**src/rtl/ifu_fetch.sv**
```systemverilog
// ifu_fetch: multi-cycle instruction fetch unit.
// Owns the fetch PC and keeps at most one instruction-memory read in flight.
// Each returned instruction is handed to decode together with its PC.
// A redirect from execute discards any stale in-flight or held instruction.
module ifu_fetch #(
  parameter logic [63:0] RESET_PC = 64'h0000_0000_8000_0000
) (
  input  logic        clk,
  input  logic        rst,
  input  logic        jump_en,
  input  logic [63:0] jump_pc,
  output logic        imem_req_valid,
  input  logic        imem_req_ready,
  output logic [63:0] imem_req_addr,
  input  logic        imem_rsp_valid,
  input  logic [31:0] imem_rsp_data,
  output logic        inst_valid,
  input  logic        inst_ready,
  output logic [31:0] inst,
  output logic [63:0] inst_pc
);

  typedef enum logic [1:0] {
    ST_REQ  = 2'd0,
    ST_WAIT = 2'd1,
    ST_HOLD = 2'd2
  } state_e;

  localparam logic [63:0] RESET_PC_ALIGNED = {RESET_PC[63:2], 2'b00};

  state_e      state_q, state_d;
  logic [63:0] fetch_pc_q, fetch_pc_d;
  logic [63:0] req_pc_q, req_pc_d;
  logic        kill_q, kill_d;
  logic [31:0] inst_q, inst_d;
  logic [63:0] inst_pc_q, inst_pc_d;

  logic [63:0] jump_target;
  logic [1:0]  jump_pc_unused;

  // The low two bits of a redirect target are dropped so every fetch address stays word aligned.
  assign jump_target    = {jump_pc[63:2], 2'b00};
  assign jump_pc_unused = jump_pc[1:0];

  assign imem_req_addr = fetch_pc_q;
  assign inst          = inst_q;
  assign inst_pc       = inst_pc_q;

  // Next-state and handshake outputs: request in REQ, collect the response in WAIT, present it in HOLD.
  always_comb begin
    state_d        = state_q;
    fetch_pc_d     = fetch_pc_q;
    req_pc_d       = req_pc_q;
    kill_d         = kill_q;
    inst_d         = inst_q;
    inst_pc_d      = inst_pc_q;
    imem_req_valid = 1'b0;
    inst_valid     = 1'b0;

    case (state_q)
      ST_REQ: begin
        imem_req_valid = 1'b1;
        if (imem_req_ready) begin
          req_pc_d = fetch_pc_q;
          state_d  = ST_WAIT;
          if (jump_en) begin
            // The request already went out with the old address; its response must be dropped.
            kill_d     = 1'b1;
            fetch_pc_d = jump_target;
          end
        end else if (jump_en) begin
          fetch_pc_d = jump_target;
        end
      end

      ST_WAIT: begin
        if (imem_rsp_valid) begin
          if (kill_q || jump_en) begin
            kill_d  = 1'b0;
            state_d = ST_REQ;
            if (jump_en) begin
              fetch_pc_d = jump_target;
            end
          end else begin
            inst_d     = imem_rsp_data;
            inst_pc_d  = req_pc_q;
            fetch_pc_d = req_pc_q + 64'd4;
            state_d    = ST_HOLD;
          end
        end else if (jump_en) begin
          kill_d     = 1'b1;
          fetch_pc_d = jump_target;
        end
      end

      ST_HOLD: begin
        inst_valid = 1'b1;
        if (jump_en) begin
          fetch_pc_d = jump_target;
          state_d    = ST_REQ;
        end else if (inst_ready) begin
          state_d = ST_REQ;
        end
      end

      default: begin
        state_d = ST_REQ;
      end
    endcase
  end

  // State register with synchronous reset back to a fresh fetch at the reset PC.
  always_ff @(posedge clk) begin
    if (rst) begin
      state_q    <= ST_REQ;
      fetch_pc_q <= RESET_PC_ALIGNED;
      req_pc_q   <= 64'd0;
      kill_q     <= 1'b0;
      inst_q     <= 32'd0;
      inst_pc_q  <= 64'd0;
    end else begin
      state_q    <= state_d;
      fetch_pc_q <= fetch_pc_d;
      req_pc_q   <= req_pc_d;
      kill_q     <= kill_d;
      inst_q     <= inst_d;
      inst_pc_q  <= inst_pc_d;
    end
  end

endmodule
```
**config.mk**
```make
export PLATFORM = sky130hd
export DESIGN_NAME = ifu_fetch
export DESIGN_NICKNAME = d
export VERILOG_FILES = /design/src/rtl/ifu_fetch.sv
export SDC_FILE = /design/constraint.sdc
export NUM_CORES = 1
export LEC_CHECK = 0
export CORE_MARGIN = 1
export CORE_UTILIZATION = 26
export DETAILED_ROUTE_END_ITERATION = 6
export DONT_BUFFER_PORTS = 1
export GPL_TIMING_DRIVEN = 1
export HOLD_SLACK_MARGIN = 0.02
export PLACE_DENSITY_LB_ADDON = 0.12
export SLEW_MARGIN = 20
export SYNTH_ARGS = -nofsm -noshare
export SYNTH_HDL_FRONTEND = slang
export SYNTH_SLANG_ARGS = --single-unit
```
**constraint.sdc**
```tcl
create_clock -name clk -period 2.9 [get_ports clk]
set_clock_uncertainty 0.2 [all_clocks]
set_input_delay 0.145 -clock clk [delete_from_list [all_inputs] [get_ports clk]]
set_output_delay 0.145 -clock clk [all_outputs]
set_load 0.01 [all_outputs]
```
==> impl_metrics.ini, run 1 <==
[detailed_routing]
viasPerCell = 4.85
met3_length_um = 2690
wirelength_um = 36000
vias = 9159
dr_wl_met2_um = 16900
drt_drc_violations_left = 0
wl_per_cell_um = 19.1
first_pass_iters = 4
routed.top_layer = met5
m1WireLength_um = 15600
first_iter_violations = 432
ant_nets = 0

[finish]
multi_input_area_um2 = 4520
antennaDiodeCount = 0
nNetsFinal = 1508
fin_area_um2 = 13200
layout-drive-gt1-share_pct = 8.13
final_core_util_pct = 37.2
layout_common_cells = 346 x nand2_1, 220 x dlygate4sd3_1, 220 x dfxtp_1
seq_area_um2 = 4550
final_common_cell = nand2_1
fillCellCount = 3789
area_growth_pct = 40.7

[yosys]
synthArstFlopShare_pct = 0
seq_area_frac_synth_pct = 48.3
synthFlopType = dfxtp_1
synth_top_area_share_pct = 48.3
avgSynthCellArea_um2 = 7.84
synth-edff-count = 0
syn_nets = 1303
ys_types = 47
yosys_warnings = 0
ys_ff_latch = 227
syn_inst = 1200
yosys.area.top_type = dfxtp_1
netlist_top_cells_area = dfxtp_1 48%, nand2_1 14%, a21oi_1 9.0%
syn-cell-area_um2 = 9410

[timing]
worst_pin_slew_ns = 0.821
rsz0062_at_grt = false
report.final.hold_viol_count = 0
finalSetupTns_ns = 0
drv_slew = 0
max_freq_mhz = 364
slew_headroom_pct = 45.1
setup_viol = 0
holdWs_ns = 0.0771
period_needed_ns = 2.75
fin_crit_sh_pct = 94.7

[clock_tree]
clkTransAtPathRegs_ns = 0.06
clock_latency_ns = 0.55
cts_sinks = 227
cts_tree = done
clk_path_buf_depth = 3
h-tree-depth = 1
clockRootBuffer = clkbuf_16
cts_buffers = 28

[power_and_ir_drop]
ir_drop_mv = 0.442
power_density_nw_per_um2 = 572
leakage_nw = 4.88
total_power_mw = 7.57

[die]
die-area_um2 = 36900
rows = 69
initial_core_util_pct = 26.4
die_w_um = 192
io-pin-count = 264
core_um2 = 35600
fp.dieH_um = 192

[global_routing]
grt_max_degree = 145
grt_usage_pct = 19.2
grt_antenna_before_repair = 3
overflow = 0
grt_pass1_vias = 9234
grt_pass1_wl_um = 54700

[worst_setup_path]
endpoint_kind = flop
cp.arrival_ns = 3.04
worst_setup_path_start_kind = flop
cp_data_required_time_ns = 3.19
crit_type = flop to flop
critPathMaxFanout = 6

[job]
maxCapViolCount = 0

[placed_design]
place_area_um2 = 10000
dp_hpwl_um = 22200
place.port_buffers = 0
place.gp.congestion = 0.754

[min_path]
hold_class = primary input to flop

[outcome]
status = completed
-- logic make-up after synthesis --
| family | Yosys count | synth area share (%) |
|---|---|---|
| buffers and inverters | 101 | 4.18 |
| and+or+nand+nor | 534 | 24.3 |
| DFF | 227 | 48.3 |
| xor gates and xnor gates | 54 | 5.03 |
| adders and majority gates | 1 | 0.133 |
| muxes | 2 | 0.239 |
| AOI/OAI and AO/OA | 281 | 17.8 |
-- metrics by stage --
step,setup slack (ns),std cells
floorplan,0.684,1200
global placement,0.339,1611
detailed placement,0.325,1611
CTS,0.0235,1885
global route,0.00320,1887
finish,0.152,1887
-- synth_stat cells, types with 2 or more instances --
master / count
nor4_4: 2
o32ai_1: 2
o21a_1: 2
nand2_1: 350
and4_1: 10
a221oi_1: 3
xor2_1: 18
or3_1: 5
o22ai_1: 3
nor2b_1: 2
nor4_1: 7
a211oi_1: 11
nor3_2: 2
nor3_1: 27
inv_1: 16
mux2_2: 2
a31oi_1: 3
buf_1: 10
a2111oi_0: 21
o21ai_0: 32
nor2_1: 78
o211ai_1: 2
a21boi_0: 3
and2_1: 4
nand4_1: 11
nand3_1: 24
buf_2: 7
a21oi_1: 169
a22oi_1: 19
xnor2_1: 36
a2111oi_2: 5
and3_1: 8
dfxtp_1: 227
clkbuf_1: 66
-- path summary, 6_finish.rpt --
| check | startpoint | slack [ns] | cells after the start | end |
|---|---|---|---|---|
| setup reg to reg | req_pc_q[6] | 0.15 | 7 | imem_req_addr[26] |
| hold / removal | imem_rsp_data[6] | 0.08 | 3 | inst[6] |
| setup / recovery | req_pc_q[6] | 0.15 | 7 | imem_req_addr[26] |
| hold reg to reg | req_pc_q[0] | 0.29 | 2 | imem_req_addr[0] |
-- layout make-up --
class                   instances  share of cell area [%]
flip-flops and latches        227                    34.4
multi-input cells             872                    34.1
repair buffers                260                    19.7
clock buffers                  43                    6.26
well taps                     461                    4.36
clock inverters                 8                   0.709
inverters                      16                   0.454
-- per-layer routing --
| layer | global-route usage, % | up-vias |
|---|---|---|
| li1 | - | 4495 |
| met1 | 23.9 | 4388 |
| met2 | 32.2 | 225 |
| met3 | 5.34 | 45 |
| met4 | 5.09 | 6 |
| met5 | 0 | - |
-- flip-flops by register name, summed over array words and instances, names as in the netlist --
signal / count
kill_q: 1
inst_pc: 64
inst: 32
imem_req_addr: 64
req_pc_q: 64
state_q: 2
-- worst max-delay path, stage by stage (launching register included) --
cell and delay, ns:
dfxtp_1 0.42, and4_2 0.30, and4_2 0.32, and2_1 0.21, nand3_1 0.10, xor2_1 0.15, a2111oi_0 0.39, dlygate4sd3_1 0.60
-- timing repair --
action | 4_1_cts | 5_1_grt
endpoints found under the setup margin | 0 | 17
endpoints found under the hold margin | 227 | 0
setup buffers | 0 | 2
hold buffers | 223 | 0
gates resized for setup | 0 | 16
-- power breakdown --
group | switching (mW) | total (mW) | internal, mW
logic | 0.359 | 0.651 | 0.292
clock network | 1.37 | 3.50 | 2.13
registers | 0.180 | 3.42 | 3.24
total | 1.91 | 7.57 | 5.66
No activity file was read; power rests on OpenSTA's default activity.
==> run 2: changes to the inputs <==
==> constraint.sdc (replaced) <==
create_clock -name clk -period 2.7 [get_ports clk]
set_clock_uncertainty 0.2 [all_clocks]
set_input_delay 0.135 -clock clk [delete_from_list [all_inputs] [get_ports clk]]
set_output_delay 0.135 -clock clk [all_outputs]
set_load 0.01 [all_outputs]
==> run 2 against run 1 <==
Against the previous run:
- hold slack got worse by 0.025 ns
- fmax rose by 7.1%
- critical endpoint is now imem_req_addr[19]
- clock power rose by 15%
- largest cell class unchanged
- clock-buffer cell count rose by 3
==> impl_metrics.ini, run 2 (synthesis gave the netlist of run 1 again) <==
[finish]
fin_area_um2 = 13700
final_common_cell = nand2_1
seq_area_um2 = 4550
area_growth_pct = 45.3
multi_input_area_um2 = 4530
layout-drive-gt1-share_pct = 8.88
layout.cells.non_filler = 1925
nNetsFinal = 1545
antennaDiodeCount = 0
fillCellCount = 3730
layout_common_cells = 347 x nand2_1, 242 x dlygate4sd3_1, 223 x dfxtp_1

[timing]
report.final.hold_viol_count = 0
slew_headroom_pct = 39.9
max_freq_mhz = 390
finalSetupTns_ns = 0
fin_crit_sh_pct = 95.0
rsz0062_at_grt = true
worst_pin_slew_ns = 0.898
setup_viol = 0
holdWs_ns = 0.0523
drv_slew = 0
period_needed_ns = 2.57

[placed_design]
place.port_buffers = 0
dp_hpwl_um = 22100
place_area_um2 = 10100
place.gp.congestion = 0.761
dp.cells = 1627

[die]
fp.dieH_um = 192
die_w_um = 192
die-area_um2 = 36900
io-pin-count = 264
core_um2 = 35600
initial_core_util_pct = 26.4
rows = 69

[worst_setup_path]
crit_path_top_delay_cell = dlygate4sd3_1
critPathMaxStageDelay_ns = 0.62
worst_setup_path_start_kind = flop
cp_num_buf_inv = 2
crit_type = flop to flop
crit_chain = nand4_1 -> nor3_2 -> buf_4 -> nand3_1 -> xor2_1 -> a2111oi_1 -> dlygate4sd3_1
endpoint_kind = flop
r2r-start = req_pc_q[7]
path_depth = 7
cp.arrival_ns = 2.85
crit_family = buffers and inverters
critPathMaxFanout = 5
crit_path_start = req_pc_q[7]
worstRegToRegCells = 7
cp_data_required_time_ns = 2.99

[global_routing]
overflow = 0
grt_max_degree = 214
grt_antenna_before_repair = 2
grt_pass1_wl_um = 54100
grt_usage_pct = 18.9
grt_pass1_vias = 9222

[clock_tree]
cts_buffers = 28
cts_tree = done
h-tree-depth = 1
clockRootBuffer = clkbuf_16
clk_path_buf_depth = 3
clock_latency_ns = 0.55
cts_sinks = 227
clkTransAtPathRegs_ns = 0.06

[power_and_ir_drop]
comb_power_share_pct = 8.3
ir_drop_mv = 0.534
p_seq_share_pct = 43.6
leakage_nw = 5.14
p_clk_share_pct = 48.0
switching_share_pct = 24.5
total_power_mw = 8.39
p_int_mw = 6.33
power_density_nw_per_um2 = 614
switchingPower_mw = 2.05

[detailed_routing]
first_pass_iters = 5
wl_per_cell_um = 19.0
vias = 9349
first_iter_violations = 474
wirelength_um = 36500
drt_drc_violations_left = 0
ant_nets = 0
viasPerCell = 4.86

[min_path]
hold_class = primary input to flop
min_from = rst
hold_depth = 2

[outcome]
status = completed

[job]
maxCapViolCount = 0
[run 2: power groups by stage]
stage,Clock [mW],Sequential [mW],Combinational [mW]
after floorplan,0,3.68,0.346
after global placement,0,3.73,0.478
after CTS,4.14,3.66,0.631
after detailed placement,0,3.73,0.481
after global routing,4.27,3.68,0.772
final,4.03,3.66,0.699
[run 2: worst paths after layout]
kind | slack (ns) | endpoint
max | 0.13 | imem_req_addr[19]
min reg2reg | 0.29 | imem_req_addr[0]
max reg2reg | 0.13 | imem_req_addr[19]
min | 0.05 | imem_req_addr[16]
[run 2: stage by stage]
stage	utilization [%]	setup WS [ns]
after floorplan	-	0.484
after global routing	38.4	-0.00718
after detailed placement	28.5	0.0961
final	38.4	0.134
after CTS	37.3	0.0329
after global placement	28.5	0.145
[run 2: cell type report]
cell class,instances,area share (%)
Clock buffer,46,6.51
Clock inverter,6,0.769
Inverter,16,0.439
Multi-Input combinational cell,872,33.1
Sequential cell,227,33.3
Tap cell,461,4.22
Timing Repair Buffer,297,21.7
[run 2: routing by layer]
layer / wire, um / vias to the layer above / GRT usage, %
met5: 23 / - / 0
met4: 718 / 4 / 5.75
met3: 2670 / 55 / 6.18
met2: 17300 / 244 / 30.9
met1: 15800 / 4478 / 23.4
li1: - / 4568 / -
[run 2: what timing repair did]
action                                 CTS  global route
setup endpoints to repair                0            45
endpoints found under the hold margin  227            45
setup buffers                            0             2
gates resized for setup                  0            21
hold buffers                           213            31
==> run 3: changes to the inputs <==
--- a/config.mk
+++ b/config.mk
@@ -5,8 +5,9 @@
 export SDC_FILE = /design/constraint.sdc
 export NUM_CORES = 1
 export LEC_CHECK = 0
+export ABC_AREA = 1
 export CORE_MARGIN = 1
-export CORE_UTILIZATION = 26
+export CORE_UTILIZATION = 60
 export DETAILED_ROUTE_END_ITERATION = 6
 export DONT_BUFFER_PORTS = 1
 export GPL_TIMING_DRIVEN = 1
==> run 3 against run 2 <==
Against the previous run:
- utilization rose by 34 points
- fmax fell by 0.46%
- first-iteration DRC count rose by 100%
- largest power group is now sequential cells
- combinational power rose by 22%
- global-route usage rose by 17 points
- highest routed layer is now met4
- total power fell by 6.4%
- clock-buffer cell count fell by 14
==> impl_metrics.ini, run 3 <==
[outcome]
status = completed

[worst_setup_path]
r2r-start = req_pc_q[27]
crit_type = flop to flop
reg2reg_slack_ns = 0.12
cp.arrival_ns = 2.77
cp_data_required_time_ns = 2.90
crit_path_start = req_pc_q[27]
endpoint_kind = flop
worst_setup_path_start_kind = flop
critPathMaxFanout = 5

[clock_tree]
clock_latency_ns = 0.51
cts_tree = done
clockRootBuffer = clkbuf_16
cts_sinks = 227
h-tree-depth = 1
clk_path_buf_depth = 3
cts_buffers = 23
clkTransAtPathRegs_ns = 0.06

[timing]
drv_slew = 0
setup_slack_ns = 0.123
holdWs_ns = 0.136
max_freq_mhz = 388
report.final.hold_viol_count = 0
setup_viol = 0
finalSetupTns_ns = 0
slew_headroom_pct = 47.0
fin_crit_sh_pct = 95.5
period_needed_ns = 2.58
worst_pin_slew_ns = 0.795

[power_and_ir_drop]
leakage_nw = 4.79
p_int_mw = 5.77
p_seq_share_pct = 48.8
p_clk_share_pct = 40.3
comb_power_share_pct = 10.9
switchingPower_mw = 2.09
switching_share_pct = 26.6
power_density_nw_per_um2 = 620
ir_drop_mv = 0.632
total_power_mw = 7.85

[global_routing]
grt_max_degree = 73
grt_pass1_vias = 10100
overflow = 0
grt_usage_pct = 36.3
grt_pass1_wl_um = 52900
grt_antenna_before_repair = 1

[finish]
final_core_util_pct = 72.8
layout-drive-gt1-share_pct = 7.08
final_common_cell = nand2_1
area_growth_pct = 17.9
layout_common_cells = 365 x nand2_1, 287 x nor2_1, 239 x o21ai_0
fin_area_um2 = 12700
layout.cells.non_filler = 1907
nNetsFinal = 1770

[detailed_routing]
m1WireLength_um = 14100
ant_nets = 0
wl_per_cell_um = 17.9
dr_wl_met2_um = 16200
routed.top_layer = met4
viasPerCell = 5.81
first_iter_violations = 953
first_pass_iters = 5
vias = 11100
drt_drc_violations_left = 0
wirelength_um = 34200
met3_length_um = 3060

[yosys]
synth.most_common_cell = nand2_1
synthFlopType = dfxtp_1
yosys.area.top_type = dfxtp_1
synth-edff-count = 0
syn_nets = 1716
netlist_top_cells_area = dfxtp_1 42%, nand2_1 13%, o21ai_0 11%
ys_types = 36
avgSynthCellArea_um2 = 6.67
synthArstFlopShare_pct = 0
ys_ff_latch = 227
synthTopCellsByCount = 369 x nand2_1, 293 x nor2_1, 239 x o21ai_0
syn_inst = 1613
yosys_warnings = 0
syn-cell-area_um2 = 10800
synth_top_area_share_pct = 42.3
seq_area_frac_synth_pct = 42.3

[die]
fp.dieH_um = 136
io-pin-count = 264
die-area_um2 = 18500
die_w_um = 136
initial_core_util_pct = 61.7
rows = 48
core_um2 = 17400

[job]
maxCapViolCount = 0

[placed_design]
dp.cells = 1763
post-place-ws_ns = 0.424
place_area_um2 = 10800
dp_hpwl_um = 22900
place.gp.congestion = 0.964
place.port_buffers = 0

[min_path]
hold_class = primary input to flop
min_from = imem_rsp_data[29]
run 3: cell count changes after synthesis, sizes merged, moves of 23 or more:
cell and change:
o21ai +209, nor3 -27, a2111oi -26, xnor2 -23
nor2 +227, nand3 +24, nand2 +28, inv +67
run 3: cell type report:
class,count,area (um^2)
antenna,1,2.50
clock buffer,32,649
clock inverter,7,88.8
fill,1439,4740
inverter,84,320
multi-input combinational,1209,5540
sequential,227,4560
tap,225,282
timing repair buffer,122,1230
run 3: final timing paths:
| path | end | cells past startpoint |
|---|---|---|
| worst min register to register | kill_q | 2 |
| worst min-delay path | inst[29] | 3 |
| worst max register to register | imem_req_addr[61] | 12 |
| worst max-delay path | imem_req_addr[61] | 12 |
run 3: cell families after synthesis:
kind of cell | count (synthesis) | synth area share [%]
buffers and inverters | 177 | 6.55
AO/OA/AOI/OAI | 433 | 20.9
AND/OR/NAND/NOR | 752 | 28.3
adder cells (fa/ha/maj) | 1 | 0.116
flip-flops | 227 | 42.3
XOR/XNOR | 23 | 1.87
run 3: critical path, stage by stage, from the launching register on:
cell,delay (ns)
dfxtp_1,0.45
nand2_1,0.15
nor2_2,0.18
nand2_1,0.10
nor2_1,0.16
nand2_2,0.12
o21ai_0,0.19
nand2_1,0.10
nand2_1,0.09
nand2_1,0.05
nand2_1,0.07
a21oi_1,0.06
dlygate4sd3_1,0.56
run 3: layer usage:
metal	vias to the layer above	global-route usage (%)
met1	5101	46.9
met4	0	10.6
li1	5384	-
met2	526	61.5
met3	63	6.56
met5	-	0
run 3: power groups by stage:
stage / Combinational [mW] / Sequential, mW / Clock (mW)
finish: 0.855 / 3.83 / 3.17
global route: 0.960 / 3.86 / 3.33
CTS: 0.833 / 3.82 / 3.19
detailed placement: 0.677 / 3.89 / 0
global placement: 0.657 / 3.89 / 0
floorplan: 0.563 / 3.81 / 0
run 3: what timing repair did:
item	in CTS	in global routing
endpoints found under the setup margin	0	3
gates resized for setup	0	23
setup buffers	0	0
hold buffers	104	0
endpoints found under the hold margin	203	0
